===== src/rtl/stride_counter_pkg.sv =====
// Shared helpers for the stride up/down counter: lattice maximum and
// D-to-lattice rounding. Used by the RTL and by the testbench.
package stride_counter_pkg;

  // Largest value of the form base + k*step that fits in n bits.
  function automatic int unsigned calc_maxv(int unsigned n, int unsigned step,
                                            int unsigned base);
    int unsigned top;
    top = (32'd1 << n) - 32'd1;
    return base + step * ((top - base) / step);
  endfunction

  // Largest lattice value <= d, or base when d is below the lattice.
  function automatic int unsigned lattice_align(int unsigned d, int unsigned step,
                                                int unsigned base);
    if (d < base) begin
      return base;
    end
    return base + step * ((d - base) / step);
  endfunction

endpackage


===== src/rtl/stride_lattice_align.sv =====
// Combinational rounding of parallel-load data down onto the counter lattice.
// Only instantiated when STRIDE_CNT_LOAD_EN is defined.
module stride_lattice_align
  import stride_counter_pkg::*;
#(
  parameter int unsigned N    = 4,
  parameter int unsigned STEP = 2,
  parameter int unsigned BASE = 1
) (
  input  logic [N-1:0] d_i,
  output logic [N-1:0] aligned_o
);

  typedef logic [N-1:0] cnt_t;

  // D is at most 2^N-1, so the aligned value never exceeds MAXV.
  always_comb begin
    aligned_o = cnt_t'(lattice_align(32'(d_i), STEP, BASE));
  end

endmodule


===== src/rtl/stride_up_down_counter.sv =====
// Up/down counter that moves in strides of STEP over the lattice
// {BASE + k*STEP}, wrapping (WRAP=1) or saturating (WRAP=0) at the bounds.
// Optional parallel load is enabled by defining STRIDE_CNT_LOAD_EN.
module stride_up_down_counter
  import stride_counter_pkg::*;
#(
  parameter int unsigned N    = 4,
  parameter int unsigned STEP = 2,
  parameter int unsigned BASE = 1,
  parameter int unsigned WRAP = 1
) (
  input  logic         clk_i,
  input  logic         reset_i,
  input  logic         enable_i,
  input  logic         up_i,
`ifdef STRIDE_CNT_LOAD_EN
  input  logic         load_i,
  input  logic [N-1:0] d_i,
`endif
  output logic [N-1:0] q_o,
  output logic         at_min_o,
  output logic         at_max_o,
  output logic         bound_o
);

  typedef logic [N-1:0] cnt_t;
  typedef logic [N:0]   ext_t;

  localparam cnt_t BaseV   = cnt_t'(BASE);
  localparam cnt_t MaxV    = cnt_t'(calc_maxv(N, STEP, BASE));
  localparam ext_t StepExt = ext_t'(STEP);
  localparam ext_t MaxExt  = ext_t'(calc_maxv(N, STEP, BASE));

  cnt_t q_q, q_d;
  logic bound_q, bound_d;
  ext_t sum_ext, diff_ext;
  logic up_hit, down_hit;

`ifdef STRIDE_CNT_LOAD_EN
  cnt_t aligned;

  stride_lattice_align #(
    .N    (N),
    .STEP (STEP),
    .BASE (BASE)
  ) u_align (
    .d_i       (d_i),
    .aligned_o (aligned)
  );
`endif

  // Widened stride arithmetic; bound hits are detected from the extra bit.
  always_comb begin
    sum_ext  = {1'b0, q_q} + StepExt;
    diff_ext = {1'b0, q_q} - StepExt;
    up_hit   = (sum_ext > MaxExt);
    // A borrow (bit N) or a result below BASE means we were already at BASE.
    down_hit = diff_ext[N] | (diff_ext[N-1:0] < BaseV);
  end

  // Next-state: Load > Enable > hold (Reset handled in the register).
  always_comb begin
    q_d     = q_q;
    bound_d = 1'b0;
    if (enable_i) begin
      if (up_i) begin
        if (up_hit) begin
          q_d     = (WRAP != 0) ? BaseV : MaxV;
          bound_d = 1'b1;
        end else begin
          q_d = sum_ext[N-1:0];
        end
      end else begin
        if (down_hit) begin
          q_d     = (WRAP != 0) ? MaxV : BaseV;
          bound_d = 1'b1;
        end else begin
          q_d = diff_ext[N-1:0];
        end
      end
    end
`ifdef STRIDE_CNT_LOAD_EN
    if (load_i) begin
      q_d     = aligned;
      bound_d = 1'b0;
    end
`endif
  end

  // State registers with synchronous active-high reset.
  always_ff @(posedge clk_i) begin
    if (reset_i) begin
      q_q     <= BaseV;
      bound_q <= 1'b0;
    end else begin
      q_q     <= q_d;
      bound_q <= bound_d;
    end
  end

  // Outputs: registered count and pulse, combinational bound flags.
  always_comb begin
    q_o      = q_q;
    bound_o  = bound_q;
    at_min_o = (q_q == BaseV);
    at_max_o = (q_q == MaxV);
  end

endmodule


===== config.mk =====
export PLATFORM = sky130hd
export DESIGN_NAME = stride_up_down_counter
export DESIGN_NICKNAME = d
export VERILOG_FILES = /design/src/rtl/stride_counter_pkg.sv /design/src/rtl/stride_lattice_align.sv /design/src/rtl/stride_up_down_counter.sv
export SDC_FILE = /design/constraint.sdc
export NUM_CORES = 1
export LEC_CHECK = 0
export ABC_AREA = 1
export CAP_MARGIN = 10
export CORE_AREA = 2 2 39 41
export CTS_CLUSTER_SIZE = 40
export DETAILED_ROUTE_END_ITERATION = 10
export DIE_AREA = 0 0 41 43
export HOLD_SLACK_MARGIN = 0.12
export PLACE_DENSITY = 0.63
export SLEW_MARGIN = 5
export SYNTH_ARGS = -nofsm -noshare
export SYNTH_HDL_FRONTEND = slang
export SYNTH_SLANG_ARGS = --single-unit

===== constraint.sdc =====
create_clock -name clk_i -period 1.8 [get_ports clk_i]
set_input_delay 0.36 -clock clk_i [delete_from_list [all_inputs] [get_ports clk_i]]
set_output_delay 0.36 -clock clk_i [all_outputs]
set_load 0.005 [all_outputs]

### Word-level counts from Yosys, hierarchy flattened

Index checks and enable logic that the tools add are counted.

* bitwise gates (word level): 2
* add/sub/neg operators: 2
* reduce and logical (&&, ||, !) cells: 1
* equality and inequality tests: 2
* multiplexer cells: 6
* order comparisons: 2

Operators by type and width (count)
* 4-bit two-way mux: 3
* 4-bit by 2-bit adder with 5-bit output (second input constant): 1
* 5-bit by 4-bit greater-than comparator with 1-bit output (second input constant): 1
* 4-bit by 2-bit subtractor with 5-bit output (second input constant): 1
* 4-bit by 1-bit equality test with 1-bit output (second input constant): 1
* 4-bit equality test (second input constant): 1
* 4-bit by 1-bit less-than comparator with 1-bit output (second input constant): 1
* 1-bit two-way mux: 3
* 2-bit OR reduction: 1
* 1-bit inverter: 1
* 1-bit OR: 1

* flip-flop bits (word level): 5
* word-level logic and storage cells: 17
* input port bits: 4

### Longest topological paths before layout

* word-level depth: 5
* mapped depth: 11
* depth with buffers taken out: 11

### Least setup slack after synthesis

No wires, ideal clock.

* path kind: register to register
* start: register q_q[1] (netlist: q_o[1])
* end: register bound_q (netlist: bound_o)
* path buffers: 0
* required time: 1.738 ns
* library setup time: 0.062 ns
* data arrival time: 1.355 ns
* cell stages (with the launch flop): 11
* setup slack: 0.383 ns
* path through: dfxtp_1 > inv_1 > ha_1 > inv_1 > nor2_1 > nand2_2 > nand2_1 > nand2_1 > nand2_1 > nand2_1 > nor2_2

* longest elaborated chain between the ends: 5
* elaborated cells between the ends (all ways): 8
* classes of those cells: 2 x add/sub; 2 x order compare; 3 x mux; 1 x bitwise

RTL lines
* start, declared: RTL line stride_up_down_counter.sv:34 `cnt_t q_q, q_d;`
* start signal, assigned: RTL line stride_up_down_counter.sv:93 `q_q <= BaseV;`
* start signal, assigned: RTL line stride_up_down_counter.sv:96 `q_q <= q_d;`
* 4-bit by 2-bit subtractor with 5-bit output: RTL line stride_up_down_counter.sv:55 `diff_ext = {1'b0, q_q} - StepExt;`
* 4-bit by 1-bit less-than comparator with 1-bit output: RTL line stride_up_down_counter.sv:58 `down_hit = diff_ext[N] | (diff_ext[N-1:0] < BaseV);`
* 1-bit OR: RTL line stride_up_down_counter.sv:58
* 1-bit two-way mux: RTL line stride_up_down_counter.sv:74 `if (down_hit) begin`
* 1-bit two-way mux (*): RTL line stride_up_down_counter.sv:66 `if (up_i) begin`
* end signal, assigned: RTL line stride_up_down_counter.sv:97 `bound_q <= bound_d;`
* end, declared: RTL line stride_up_down_counter.sv:35 `logic bound_q, bound_d;`

Mark *: on every way between the ends. The rest lies on a longest branch, timed or not.
A chain may end at the register's enable or synchronous reset.

### Worst setup path after layout

* start: register q_q[1] (netlist: q_o[1])
* end: output at_max_o

* longest elaborated chain between the ends: 1

RTL lines
* 4-bit equality test: RTL line stride_up_down_counter.sv:106 `at_max_o = (q_q == MaxV);`
* end, declared: RTL line stride_up_down_counter.sv:22 `output logic at_max_o,`

No other way between the ends.

==> results.yml <==
synthesis:
  yosys_warnings: 0
  netlist_area_um2: 392.9
  netlist_instances: 67
  avgSynthCellArea_um2: 5.864
  synth_area_leaders: "dfxtp_1 (25%), nand2_1 (20%), inv_1 (11%)"
  synth_seq_cells: 5
  synthArstFlopShare: 0
  syn_nets: 74
  ys.flop_type: "dfxtp_1"
  synth_top_cell_area_share: 0.2548
  synth_edf_count: 0
  ys_seq_area_frac: 0.2548
  ys_types: 12
  synth_most_common_cell: "nand2_1"
  synth_common_cells: "nand2_1 (21), inv_1 (11), nand3_1 (7), nor2_1 (7), dfxtp_1 (5)"
  synth_top_area_cell: "dfxtp_1"
finish:
  final-seq-area_um2: 103.9
  multi_input_area_um2: 251.5
  antenna_cells: 0
  area_delta_synth_final_pct: 44.59
  layout-drive-gt1-share: 0.2410
  final_cells: 99
  fin_nets: 91
  fillerInstances: 152
sta:
  worst_pin_slew_ps: 181.8
  post-route-period-util: 0.9288
  max_clock_freq_ghz: 0.5981
  rsz0062_at_grt: "false"
  finalCriticalPeriod_ps: 1672
  tns_ps: 0
  drv_slew: 0
  finalClockSkew_ps: 6.218
  relSlewSlack: 0.8785
  hold_viol: 0
  setup_viol: 0
worst_setup_path:
  critPathArrivalTime_ps: 1310
  endpoint_kind: "primary output"
  path_class: "reg2out"
  required_ps: 1440
  worst_setup_path_start_kind: "register"
  path_max_fanout: 6
power:
  combPwrFrac: 0.318
  p_leak_nw: 0.3088
  cellPowerDensity_nw_per_um2: 659.9
  switching_share: 0.3061
  p_seq_frac: 0.345
  p_clk_frac: 0.337
  p_switching_w: 0.0001147
  ir_worst_vdd_mv: 0.6207
  internal-power_w: 0.0002601
floorplanning:
  start_util: 0.2839
  io_pins: 11
  core_um2: 1384
  die-area_um2: 1763
  rows: 14
  die_y_um: 43
  die_w_um: 41
job:
  drv_cap: 0
global_route:
  grt_overflow: 0
  grt_pass1_wl_um: 1476
  antenna_found_initial: 0
  grt_pass1_vias: 364
  grt_use_total: 0.1234
  grt_max_degree: 7
clock_tree:
  clock_path_buffers: 2
  ctsHoldBuffers: 0
  clock-root-buffer: "clkbuf_4"
  cts_tree: "yes"
  cts_buffers: 3
  cts_sinks: 5
  htreeDepth: 1
  path_clk_slew_ps: 40
  clk_latency_ps: 240
detailed_routing:
  drtAntennaViolNets: 0
  dr.pass1.iters: 4
  drt_iter0_drc: 6
  wl_per_cell_um: 9.091
  vias: 423
  wl_um: 900
  remaining_drc_errors: 0
  via_per_inst: 4.273
placement:
  hpwl_um: 719
  dp_cells: 93
  port_buffers: 10
  globalplace.congestion: 0.8082
min_path:
  hp-class: "reg2reg"
outcome:
  status: "finished clean"
-- metrics by stage --
| stage | hold WS, ps | cell area (um2) | setup slack [ps] | total power, W | utilization |
|---|---|---|---|---|---|
| finish | 547.8 | 568.0 | 128.2 | 0.0003748 | 0.4105 |
| global route | 565.0 | 568.0 | 47.68 | 0.0004114 | 0.4105 |
| CTS | 552.1 | 544.3 | 5.003 | 0.0003722 | 0.3933 |
| detailed placement | 536.6 | 513.0 | 179.6 | 0.0002397 | 0.3707 |
| global placement | 517.7 | 513.0 | 216.2 | 0.0002393 | 0.3707 |
| floorplan | 426.9 | 392.9 | 382.9 | 0.0001956 | - |
-- state kept, by name, summed over array words and instances, names as in the netlist --
signal / cells
bound_o: 1
q_o: 4
-- final timing paths --
kind              depth (start not counted)  slack, ps                   to                 from
setup / recovery                          3        130             at_max_o  q_o[1]$_SDFFE_PP0P_
hold / removal                            2        550  q_o[0]$_SDFFE_PP1P_  q_o[0]$_SDFFE_PP1P_
setup reg to reg                         11        200   bound_o$_SDFF_PP0_  q_o[1]$_SDFFE_PP0P_
hold reg to reg                           2        550  q_o[0]$_SDFFE_PP1P_  q_o[0]$_SDFFE_PP1P_
-- critical path, cell delays in order (launching register included) --
cell and delay [ps]:
dfxtp_2 370, nand3_1 100, nor2_1 100, clkdlybuf4s50_1 500
-- cell usage in the layout (no fill, tap or decap), drive strengths merged --
cell type      synthesis  layout
a21oi                  4       4
buf                    0       2
clkbuf                 0       4
clkdlybuf4s50          0       9
dfxtp                  5       5
dlymetal6s2s           0       1
ha                     3       3
inv                   13      13
nand2                 25      25
nand3                  8       8
nor2                   8       8
o21ai                  1       1
-- layout make-up --
cell class | instances | share of cell area
multi-input combinational | 49 | 0.4427
timing repair buffer | 12 | 0.2070
sequential | 5 | 0.1828
inverter | 13 | 0.08590
clock buffer | 4 | 0.04626
tap | 16 | 0.03524
-- layer usage --
metal	GRT usage	vias up	wire length, um
met4	0.02000	0	0
met5	0	-	0
li1	-	235	-
met1	0.1603	179	392
met2	0.1750	9	448
met3	0.07330	0	59
-- cells by family (layout without fill, tap and decap cells) --
group	after synthesis	in the layout	share of synthesized area
AOI/OAI and AO/OA	5	5	0.06368
adders and majority gates	3	3	0.09555
buffers and inverters	13	29	0.1242
DFF	5	5	0.2548
and+or+nand+nor	41	41	0.4618
-- power groups by stage --
stage | combinational [W] | clock [W] | sequential [W]
4_1_cts | 0.000113 | 0.000132 | 0.000127
2_1_floorplan | 0.0000675 | 0 | 0.000128
5_1_grt | 0.000135 | 0.000146 | 0.000130
3_3_place_gp | 0.000111 | 0 | 0.000128
3_5_place_dp | 0.000111 | 0 | 0.000129
6_report | 0.000119 | 0.000126 | 0.000129
-- what timing repair did --
item | 4_1_cts | 5_1_grt
cloned | 0 | 0
resized for setup | 2 | 6
endpoints found under the setup margin | 1 | 2
pin swaps | 0 | 1
setup buffers | 0 | 2
Note: power is estimated with default switching activity, not from simulation.
